File: config.mk
export PLATFORM = sky130hd
export DESIGN_NAME = wb_trace_buffer_flat
export DESIGN_NICKNAME = d
export VERILOG_FILES = /design/src/rtl/wb_trace_buffer_pkg.sv /design/src/rtl/wb_trace_buffer_if.sv /design/src/rtl/wb_trace_buffer_sync_fifo.sv /design/src/rtl/wb_trace_buffer.sv /design/src/flat_wrapper.sv
export SDC_FILE = /design/constraint.sdc
export NUM_CORES = 1
export LEC_CHECK = 0
export CAP_MARGIN = 15
export CORE_UTILIZATION = 53
export CTS_CLUSTER_DIAMETER = 120
export DETAILED_ROUTE_END_ITERATION = 16
export PLACE_DENSITY_LB_ADDON = 0.08
export RECOVER_POWER = 100
export SLEW_MARGIN = 20
export SYNTH_ARGS = -nofsm -noshare
export SYNTH_HDL_FRONTEND = slang
export SYNTH_SLANG_ARGS = --single-unit
File: constraint.sdc
create_clock -name clk -period 9.6 [get_ports clk]
set_clock_uncertainty 0.1 [all_clocks]
set_input_delay 1.92 -clock clk [delete_from_list [all_inputs] [get_ports clk]]
set_output_delay 1.92 -clock clk [all_outputs]
set_load 0.05 [all_outputs]
File: src/rtl/wb_trace_buffer_pkg.sv
// Shared trace record layout for the WB trace buffer and the trace comparator.
// A record is {pc, wnum, wdata}, with wdata in the least significant bits.
package wb_trace_buffer_pkg;

  localparam int unsigned PcW       = 32;
  localparam int unsigned WnumW     = 5;
  localparam int unsigned WdataW    = 32;
  localparam int unsigned TraceRecW = PcW + WnumW + WdataW;

  localparam int unsigned WdataLsb = 0;
  localparam int unsigned WnumLsb  = WdataLsb + WdataW;
  localparam int unsigned PcLsb    = WnumLsb + WnumW;

  typedef struct packed {
    logic [PcW-1:0]    pc;
    logic [WnumW-1:0]  wnum;
    logic [WdataW-1:0] wdata;
  } trace_rec_t;

  function automatic trace_rec_t pack_rec(input logic [PcW-1:0]    pc,
                                          input logic [WnumW-1:0]  wnum,
                                          input logic [WdataW-1:0] wdata);
    trace_rec_t rec;
    rec.pc    = pc;
    rec.wnum  = wnum;
    rec.wdata = wdata;
    return rec;
  endfunction

endpackage

File: src/rtl/wb_trace_buffer_if.sv
// Valid/ready trace stream from the WB trace buffer to a trace consumer.
interface wb_trace_buffer_if;
  import wb_trace_buffer_pkg::*;

  logic              trace_valid;
  logic              trace_ready;
  logic [PcW-1:0]    trace_pc;
  logic [WnumW-1:0]  trace_wnum;
  logic [WdataW-1:0] trace_wdata;

  modport master (
    output trace_valid,
    output trace_pc,
    output trace_wnum,
    output trace_wdata,
    input  trace_ready
  );

  modport slave (
    input  trace_valid,
    input  trace_pc,
    input  trace_wnum,
    input  trace_wdata,
    output trace_ready
  );

endinterface

File: src/rtl/wb_trace_buffer_sync_fifo.sv
// Synchronous FIFO with an occupancy counter and a registered head output.
// The head register is zero whenever the FIFO is empty.
module wb_trace_buffer_sync_fifo #(
  parameter int unsigned Width = 8,
  parameter int unsigned Depth = 8
) (
  input  logic                   clk,
  input  logic                   rst,
  input  logic                   push_i,
  input  logic                   pop_i,
  input  logic [Width-1:0]       din_i,
  output logic [Width-1:0]       dout_o,
  output logic                   full_o,
  output logic                   empty_o,
  output logic [$clog2(Depth):0] count_o
);

  localparam int unsigned AW = $clog2(Depth);

  typedef logic [AW-1:0] ptr_t;
  typedef logic [AW:0]   cnt_t;

  localparam cnt_t CntFull = cnt_t'(Depth);
  localparam cnt_t CntOne  = cnt_t'(1);
  localparam ptr_t PtrOne  = ptr_t'(1);

  logic [Width-1:0] mem_q [Depth];
  ptr_t             wr_ptr_q, wr_ptr_d;
  ptr_t             rd_ptr_q, rd_ptr_d;
  cnt_t             count_q, count_d;
  cnt_t             remain;
  logic [Width-1:0] head_q, head_d;
  logic             pop_ok, push_ok;

  assign full_o  = (count_q == CntFull);
  assign empty_o = (count_q == '0);
  assign count_o = count_q;
  assign dout_o  = head_q;

  assign pop_ok  = pop_i & ~empty_o;
  assign push_ok = push_i & (~full_o | pop_ok);

  always_comb begin
    wr_ptr_d = push_ok ? wr_ptr_q + PtrOne : wr_ptr_q;
    rd_ptr_d = pop_ok ? rd_ptr_q + PtrOne : rd_ptr_q;
    remain   = pop_ok ? count_q - CntOne : count_q;

    count_d = remain;
    if (push_ok) begin
      count_d = remain + CntOne;
    end

    // Next head: oldest surviving entry, else the incoming word, else zero.
    head_d = '0;
    if (remain != '0) begin
      head_d = mem_q[rd_ptr_d];
    end else if (push_ok) begin
      head_d = din_i;
    end
  end

  always_ff @(posedge clk) begin
    if (rst) begin
      wr_ptr_q <= '0;
      rd_ptr_q <= '0;
      count_q  <= '0;
      head_q   <= '0;
    end else begin
      wr_ptr_q <= wr_ptr_d;
      rd_ptr_q <= rd_ptr_d;
      count_q  <= count_d;
      head_q   <= head_d;
    end
  end

  always_ff @(posedge clk) begin
    if (push_ok) begin
      mem_q[wr_ptr_q] <= din_i;
    end
  end

endmodule

File: src/rtl/wb_trace_buffer.sv
// Captures retired register-file writes from WB into a FIFO and streams them to a trace
// consumer; keeps a wrapping commit counter, a saturating drop counter and a sticky overflow.
module wb_trace_buffer
  import wb_trace_buffer_pkg::*;
#(
  parameter int unsigned Depth = 8,
  parameter int unsigned CntW  = 32,
  parameter int unsigned DropW = 16
) (
  input  logic                   clk,
  input  logic                   rst,
  input  logic                   trace_en_i,
  input  logic [PcW-1:0]         pc_wb_i,
  input  logic                   reg_we_wb_i,
  input  logic [WnumW-1:0]       rw_wb_i,
  input  logic [WdataW-1:0]      reg_din_wb_i,
  input  logic                   stall_memwb_i,
  input  logic                   is_exception_i,
  wb_trace_buffer_if.master      trace_io,
  output logic [CntW-1:0]        commit_cnt_o,
  output logic [DropW-1:0]       drop_cnt_o,
  output logic                   overflow_o,
  output logic [$clog2(Depth):0] occupancy_o
);

  localparam logic [CntW-1:0]  CommitOne = CntW'(1);
  localparam logic [DropW-1:0] DropOne   = DropW'(1);

  logic       capture, push, pop, drop;
  logic       full, empty;
  trace_rec_t wr_rec, rd_rec;

  logic [CntW-1:0]  commit_q, commit_d;
  logic [DropW-1:0] drop_q, drop_d;
  logic             overflow_q, overflow_d;

  assign capture = trace_en_i & reg_we_wb_i & (rw_wb_i != '0) & ~stall_memwb_i & ~is_exception_i;
  assign pop     = ~empty & trace_io.trace_ready;
  assign push    = capture & (~full | pop);
  // A full FIFO with no pop discards the newest record.
  assign drop    = capture & full & ~pop;
  assign wr_rec  = pack_rec(pc_wb_i, rw_wb_i, reg_din_wb_i);

  wb_trace_buffer_sync_fifo #(
    .Width (TraceRecW),
    .Depth (Depth)
  ) u_fifo (
    .clk     (clk),
    .rst     (rst),
    .push_i  (push),
    .pop_i   (pop),
    .din_i   (wr_rec),
    .dout_o  (rd_rec),
    .full_o  (full),
    .empty_o (empty),
    .count_o (occupancy_o)
  );

  assign trace_io.trace_valid = ~empty;
  assign trace_io.trace_pc    = rd_rec.pc;
  assign trace_io.trace_wnum  = rd_rec.wnum;
  assign trace_io.trace_wdata = rd_rec.wdata;

  always_comb begin
    commit_d   = commit_q;
    drop_d     = drop_q;
    overflow_d = overflow_q | drop;
    if (push) begin
      commit_d = commit_q + CommitOne;
    end
    if (drop && (drop_q != '1)) begin
      drop_d = drop_q + DropOne;
    end
  end

  always_ff @(posedge clk) begin
    if (rst) begin
      commit_q   <= '0;
      drop_q     <= '0;
      overflow_q <= 1'b0;
    end else begin
      commit_q   <= commit_d;
      drop_q     <= drop_d;
      overflow_q <= overflow_d;
    end
  end

  assign commit_cnt_o = commit_q;
  assign drop_cnt_o   = drop_q;
  assign overflow_o   = overflow_q;

endmodule
File: src/flat_wrapper.sv
// flat-port wrapper written by rule: the top's interface ports become plain ports
module wb_trace_buffer_flat import wb_trace_buffer_pkg::*;
#(
  parameter int unsigned Depth = 8,
  parameter int unsigned CntW  = 32,
  parameter int unsigned DropW = 16
)
  (clk, rst, trace_en_i, pc_wb_i, reg_we_wb_i, rw_wb_i, reg_din_wb_i, stall_memwb_i, is_exception_i, commit_cnt_o, drop_cnt_o, overflow_o, occupancy_o, trace_io_trace_valid, trace_io_trace_pc, trace_io_trace_wnum, trace_io_trace_wdata, trace_io_trace_ready);
  wb_trace_buffer_if trace_io_i ();
  input  logic clk;
  input  logic rst;
  input  logic trace_en_i;
  input  logic [PcW-1:0] pc_wb_i;
  input  logic reg_we_wb_i;
  input  logic [WnumW-1:0] rw_wb_i;
  input  logic [WdataW-1:0] reg_din_wb_i;
  input  logic stall_memwb_i;
  input  logic is_exception_i;
  output logic [CntW-1:0] commit_cnt_o;
  output logic [DropW-1:0] drop_cnt_o;
  output logic overflow_o;
  output logic [$clog2(Depth):0] occupancy_o;
  output wire logic [$bits(trace_io_i.trace_valid)-1:0] trace_io_trace_valid;
  output wire logic [$bits(trace_io_i.trace_pc)-1:0] trace_io_trace_pc;
  output wire logic [$bits(trace_io_i.trace_wnum)-1:0] trace_io_trace_wnum;
  output wire logic [$bits(trace_io_i.trace_wdata)-1:0] trace_io_trace_wdata;
  input wire logic [$bits(trace_io_i.trace_ready)-1:0] trace_io_trace_ready;
  assign trace_io_trace_valid = trace_io_i.trace_valid;
  assign trace_io_trace_pc = trace_io_i.trace_pc;
  assign trace_io_trace_wnum = trace_io_i.trace_wnum;
  assign trace_io_trace_wdata = trace_io_i.trace_wdata;
  assign trace_io_i.trace_ready = trace_io_trace_ready;
  wb_trace_buffer #(.Depth(Depth), .CntW(CntW), .DropW(DropW)) u_core (.clk(clk), .rst(rst), .trace_en_i(trace_en_i), .pc_wb_i(pc_wb_i), .reg_we_wb_i(reg_we_wb_i), .rw_wb_i(rw_wb_i), .reg_din_wb_i(reg_din_wb_i), .stall_memwb_i(stall_memwb_i), .is_exception_i(is_exception_i), .trace_io(trace_io_i), .commit_cnt_o(commit_cnt_o), .drop_cnt_o(drop_cnt_o), .overflow_o(overflow_o), .occupancy_o(occupancy_o));
endmodule
==> results of run 1 <==
## layer usage
metal / global-route usage, % / vias to the layer above
li1: - / 8479
met1: 38.3 / 9644
met2: 43.7 / 853
met3: 4.43 / 136
met4: 9.06 / 6
met5: 0 / -
## worst max path at each step
stage / start / endpoint / cells past startpoint
after floorplan: is_exception_i / u_core.u_fifo.mem_q[3][0] / 5
after global placement: trace_io_trace_ready / u_core.u_fifo.dout_o[33] / 8
after detailed placement: trace_io_trace_ready / u_core.u_fifo.dout_o[35] / 8
after CTS: trace_io_trace_ready / u_core.u_fifo.dout_o[35] / 8
after global routing: trace_io_trace_ready / u_core.u_fifo.dout_o[37] / 9
final: trace_io_trace_ready / u_core.u_fifo.dout_o[35] / 6
## area by class of cell
type / instances / area, sq um / share of cell area (%)
Multi-Input combinational cell: 1102 / 7080 / 22.0
Sequential cell: 680 / 19100 / 59.5
Antenna cell: 3 / 7.51 / 0.0234
Inverter: 153 / 574 / 1.79
Tap cell: 680 / 851 / 2.65
Timing Repair Buffer: 238 / 2250 / 7.00
Clock inverter: 31 / 231 / 0.720
Clock buffer: 102 / 2020 / 6.28
## power breakdown
| group | leakage, nW | total, mW | switching [mW] | internal, mW |
|---|---|---|---|---|
| Clock | 1.10 | 2.67 | 1.12 | 1.55 |
| Combinational | 3.80 | 2.11 | 1.48 | 0.631 |
| Sequential | 6.01 | 3.36 | 0.0579 | 3.30 |
## synthesized netlist by cell type (all sizes together), types with 3 or more instances
cell / n / area, sq um
a2111oi: 202 / 1780
a211o: 4 / 35.0
a211oi: 15 / 118
a21oi: 20 / 111
a221oi: 64 / 561
a31oi: 68 / 425
a32o: 69 / 691
and3: 8 / 50.1
and4: 4 / 35.0
buf: 38 / 200
clkbuf: 149 / 559
dfxtp: 128 / 2560
edfxtp: 552 / 16600
ha: 8 / 100
inv: 153 / 574
nand2: 303 / 1140
nand3: 78 / 390
nand4: 16 / 100
nor2: 46 / 173
nor2b: 3 / 18.8
nor3: 18 / 95.1
nor3b: 4 / 30.0
nor4: 9 / 56.3
o21ai: 81 / 405
or3: 12 / 75.1
or4: 3 / 22.5
xnor2: 29 / 254
xor2: 6 / 52.6
## registers in the layout, indices dropped and copies added (netlist names)
signal / flops
u_core.u_fifo.mem_q: 552
u_core.commit_cnt_o: 32
u_core.u_fifo.rd_ptr_q: 3
u_core.drop_cnt_o: 16
u_core.overflow_o: 1
u_core.u_fifo.wr_ptr_q: 3
u_core.u_fifo.count_o: 4
u_core.u_fifo.dout_o: 69
## tightest hold or removal path, stage by stage (launching register included)
cell and delay, ps:
dfxtp_1 310, inv_1 40, a21oi_1 50
## metrics by stage
stage	power (mW)	cells
global placement	5.52	2852
floorplan	4.81	2122
finish	8.14	2989
detailed placement	5.56	2853
global route	8.42	2987
CTS	8.22	2986
## cell families (layout without fill, tap and decap cells)
kind of cell	after synthesis	after routing	synth area share (%)
buf+inv	340	524	4.85
simple gates	516	516	8.36
mux	4	4	0.155
fa+ha+maj	8	8	0.364
xor+xnor	35	35	1.12
compound gates	539	539	15.5
other cells	0	3	0
flops	680	680	69.6
==> key figures, run 1 <==
GRT
  – Global-route wire length before repair: around 110000 um
  – Pin count of the biggest net entering global routing: 161
  – Initial antenna violation count: 5
  – Vias in the first global route: 18500
  – Gr usage total: 27.3%
  – Gr ovfl total: 0

Clock network
  – Max clock buf depth: 3
  – CTS tree: built
  – # resized after CTS: 0
  – CTS sink cnt: 680
  – H-Tree Depth: 3
  – Postcts setup bufs: 0
  – Root buf cell: clkbuf_16
  – CTS Buf Count: between 70 and 80
  – Clock transition at the registers of the reported paths: ~60 ps
  – CTS Hold Bufs: 0
  – Worst-Skew Late Latency: approximately 600 ps

Setup path
  – Slowest cell on crit path: clkbuf_1
  – FF-to-FF Start: u_core.u_fifo.count_o[0]
  – Flop2flop setup slack: between 2000 and 3000 ps
  – Req. time, crit path: around 10000 ps
  – Critical Path, Cell by Cell: dlygate4sd3_1 -> and3_2 -> clkbuf_1 -> nor2_1 -> o21ai_0 -> a32o_1
  – CP max FO: 66
  – R2R depth: 9
  – Worst Setup Start Kind: primary input
  – Reg2reg end: u_core.u_fifo.dout_o[35]
  – Buffers & Inverters on Critical Path: 2
  – Arrival time at the worst endpoint: 7700 ps
  – Cell family with the largest share of critical-path delay: buffers and inverters
  – Slowest stage delay, CP: slightly above 3000 ps
  – Critical path type: primary input to flop
  – Crit. End Element: flop

Routing
  – DR iter-0 viols: around 2200
  – Drt wl/cell: 24.3 um
  – Drt pass-1 iters: 6
  – Antenna-violating nets left: 0
  – Via density: 6.40
  – Post-Route M1 WL: 30700 um
  – Total Wirelength: a little over 70000 um
  – Number of remaining DRC errors: 0
  – DR vias: 19100
  – Top sig layer: met5
  – WL met3: 5860 um
  – Met2 wire len: roughly 34000 um

Synth
  – Synth Flop Type: edfxtp_1
  – Mean Syn Cell Area: ~13 sq um
  – Syn Nets: approximately 2200
  – Number of distinct library cells after synthesis: 58
  – Yosys warns: 0
  – Register area share after synthesis: a little over two thirds
  – EDFF count, synth: 552
  – #FFs+latches synth: 680
  – Mapped Cells: 2122
  – Post-Syn Area: about 27000 sq um
  – Ys async rst share: 0%

Timing
  – Max Slew Vio Count: 526
  – Final hold viol count: 0
  – RSZ-0062 raised after global routing: false
  – Final period util: about three quarters
  – F_max: 138 MHz
  – Least-Margin Pin Slew: between 4000 and 5000 ps
  – Setup violators final: 0
  – Fin Hold WS: between 300 and 400 ps
  – Rel. slew slack: -193%
  – Final WS setup: 2330 ps
  – Crit path time final: slightly above 7000 ps
  – Setup_tns: 0 ps

Placed design
  – Area after DPL: between 30000 and 40000 sq um
  – Final GP Congestion: about 0.81
  – Hpwl dp: 36000 um
  – PortBufs: approximately 200
  – Setup WS pre-CTS: ~3400 ps

Power
  – P_leak: between 10 and 15 nW
  – Worst IR Drop VDD: 208 uV
  – Cell Pwr Density: 253 nW/um^2

Floorplan
  – Die X: roughly 230 um
  – Die area: 52800 sq um
  – Core footprint: 51300 sq um
  – DIE HEIGHT: ~230 um
  – Row Count: 83
  – Starting Density: 53.6%
  – Io pins: roughly 200

Finish
  – Most common cell after layout, fill and taps aside: edfxtp_1
  – Post-Layout Inst Area: approximately 32000 sq um
  – Post-layout util: a little over three fifths
  – Layout area overhead: 17.0%
  – Commonest non-fill, non-tap cells in the layout: 552 x edfxtp_1, 303 x nand2_1, 201 x a2111oi_0
  – Nets@finish: around 2300
  – Filler cells: 3989
  – Share of layout cells above drive strength 1: 6.11%

Worst hold path
  – Hold Path Stages: 2
  – Hold endpoint: u_core.overflow_o
  – Hold Startpoint: u_core.overflow_o
  – Hold Crit Class: flop to flop

Run
  – MaxCap Viol Count: 12

Outcome
  – Failing checks: max-capacitance violations, max-slew violations
  – Status: finished with violations
Note: power is estimated with default switching activity, not from simulation.
==> run 2, diff against run 1 <==
clock period = 6.08 ns   (was 9.6 ns; I/O delays follow)
==> key figures, run 2 (synthesis gave the netlist of run 1 again) <==
Routing
  – Via density: 6.32 (-1.2%)
  – DR vias: 18900 (-0.99%)
  – Drt wl/cell: 24.0 um (-1.4%)
  – Number of remaining DRC errors: 0 (unchanged)
  – Total Wirelength: 71700 um (-1.2%)
  – DR iter-0 viols: 1852 (-14%)
  – Antenna-violating nets left: 0 (unchanged)
  – Drt pass-1 iters: 5 (-1)

Timing
  – RSZ-0062 raised after global routing: false
  – Least-Margin Pin Slew: 2410 ps (-2000 ps)
  – Final WS setup: 839 ps (-1490 ps)
  – Crit path time final: ~5200 ps
  – Setup violators final: 0 (unchanged)
  – Fin Hold WS: 340 ps (-6.94 ps)
  – F_max: 191 MHz
  – Rel. slew slack: -60.5% (+130 points)
  – Max Slew Vio Count: 550 (+4.6%)
  – Final hold viol count: 0 (unchanged)
  – Final period util: between 80% and 90%
  – Setup_tns: 0 ps (unchanged)

Placed design
  – PortBufs: 198 (unchanged)
  – Final GP Congestion: 0.834 (+3.5%)
  – Dpl cells: 2854 (+0.035%)
  – Area after DPL: 30100 sq um (+0.29%)
  – Hpwl dp: 37200 um (+3.4%)
  – Setup WS pre-CTS: 1230 ps (-2200 ps)

Finish
  – Commonest non-fill, non-tap cells in the layout: 552 x edfxtp_1, 303 x nand2_1, 201 x a2111oi_0
  – Nets@finish: 2332 (unchanged)
  – Most common cell after layout, fill and taps aside: edfxtp_1
  – Share of layout cells above drive strength 1: 6.76% (+0.65 points)
  – Post-layout util: 63.0% (+0.29 points)
  – Layout area overhead: 17.5%
  – Largest register by flop count: u_core.u_fifo.mem_q
  – Post-layout instance count excluding filler cells: 2994 (+0.17%)
  – Max FFs per register: 552 (unchanged)
  – Post-Layout Inst Area: 32300 sq um (+0.46%)

GRT
  – Global-route wire length before repair: 110000 um (-1.4%)
  – Gr usage total: 27.0% (-0.31 points)
  – Gr ovfl total: 0 (unchanged)
  – Initial antenna violation count: 12 (+7)
  – Pin count of the biggest net entering global routing: 138 (-14%)
  – Vias in the first global route: 18500 (-0.18%)

Setup path
  – Req. time, crit path: 6480 ps (-3550 ps)
  – Critical path type: primary input to flop
  – Arrival time at the worst endpoint: 5640 ps (-2060 ps)
  – Crit. End Element: flop
  – CP max FO: 92 (+39%)
  – Worst Setup Start Kind: primary input

Floorplan
  – Io pins: 199 (unchanged)
  – Die area: 52800 sq um (unchanged)
  – DIE HEIGHT: 230 um (unchanged)
  – Die X: 230 um (unchanged)
  – Starting Density: 53.6% (unchanged)
  – Core footprint: 51300 sq um (unchanged)
  – Row Count: 83 (unchanged)

Outcome
  – Failing checks: max-capacitance violations, max-slew violations
  – Status: finished with violations

Clock network
  – CTS sink cnt: 680 (unchanged)
  – # resized after CTS: 0 (unchanged)
  – CTS Buf Count: 72 (-1.4%)
  – Postcts setup bufs: 0 (unchanged)
  – CTS Hold Bufs: 0 (unchanged)
  – Root buf cell: clkbuf_16
  – H-Tree Depth: 3 (unchanged)
  – Worst-Skew Late Latency: 620 ps (+20 ps)
  – Clock transition at the registers of the reported paths: 50 ps (about the same)
  – CTS tree: built
  – Max clock buf depth: 3 (unchanged)

Power
  – Cell Pwr Density: 401 nW/um^2 (+58%)
  – P_leak: 11.0 nW (+0.66%)
  – Power Total: 12.9 mW (+59%)
  – Worst IR Drop VDD: 275 uV (+32%)

Run
  – MaxCap Viol Count: 12 (unchanged)

Worst hold path
  – Hold Crit Class: flop to flop
==> run 2: final cells by class <==
class                           count  area (sq um)
Clock buffer                      108          2040
Clock inverter                     25           263
Inverter                          153           574
Multi-Input combinational cell   1102          7110
Fill cell                        3911         19000
Sequential cell                   680         19100
Antenna cell                        7          17.5
Timing Repair Buffer              239          2300
Tap cell                          680           851
==> run 2: critical path: stages <==
cell and delay, ps:
dlygate4sd3_1 940, and3b_4 570, clkbuf_2 1130, a211oi_1 240, clkbuf_4 710, nand2_1 270
a31oi_1 130, a32o_1 330
==> run 2: routing by layer <==
layer / global-route usage, % / wire (um)
met5: 0 / 34
met4: 7.86 / 1610
met3: 4.97 / 5090
met2: 43.5 / 34200
met1: 37.6 / 30800
==> run 2: path summary, 6_finish.rpt <==
| path | start | to | slack, ps | cells past startpoint |
|---|---|---|---|---|
| setup reg to reg | u_core.u_fifo.count_o[0] | u_core.u_fifo.dout_o[67] | 1070 | 10 |
| hold / removal | u_core.overflow_o | u_core.overflow_o | 340 | 2 |
| setup / recovery | trace_io_trace_ready | u_core.u_fifo.dout_o[20] | 840 | 8 |
| hold reg to reg | u_core.overflow_o | u_core.overflow_o | 340 | 2 |
==> run 2: where the power goes <==
| part | switching (mW) | internal, mW | total, mW | leakage, nW |
|---|---|---|---|---|
| clock network | 1.78 | 2.51 | 4.28 | 1.13 |
| logic | 2.32 | 1.01 | 3.33 | 3.84 |
| registers | 0.105 | 5.22 | 5.32 | 6.01 |
| total | 4.21 | 8.73 | 12.9 | 11.0 |
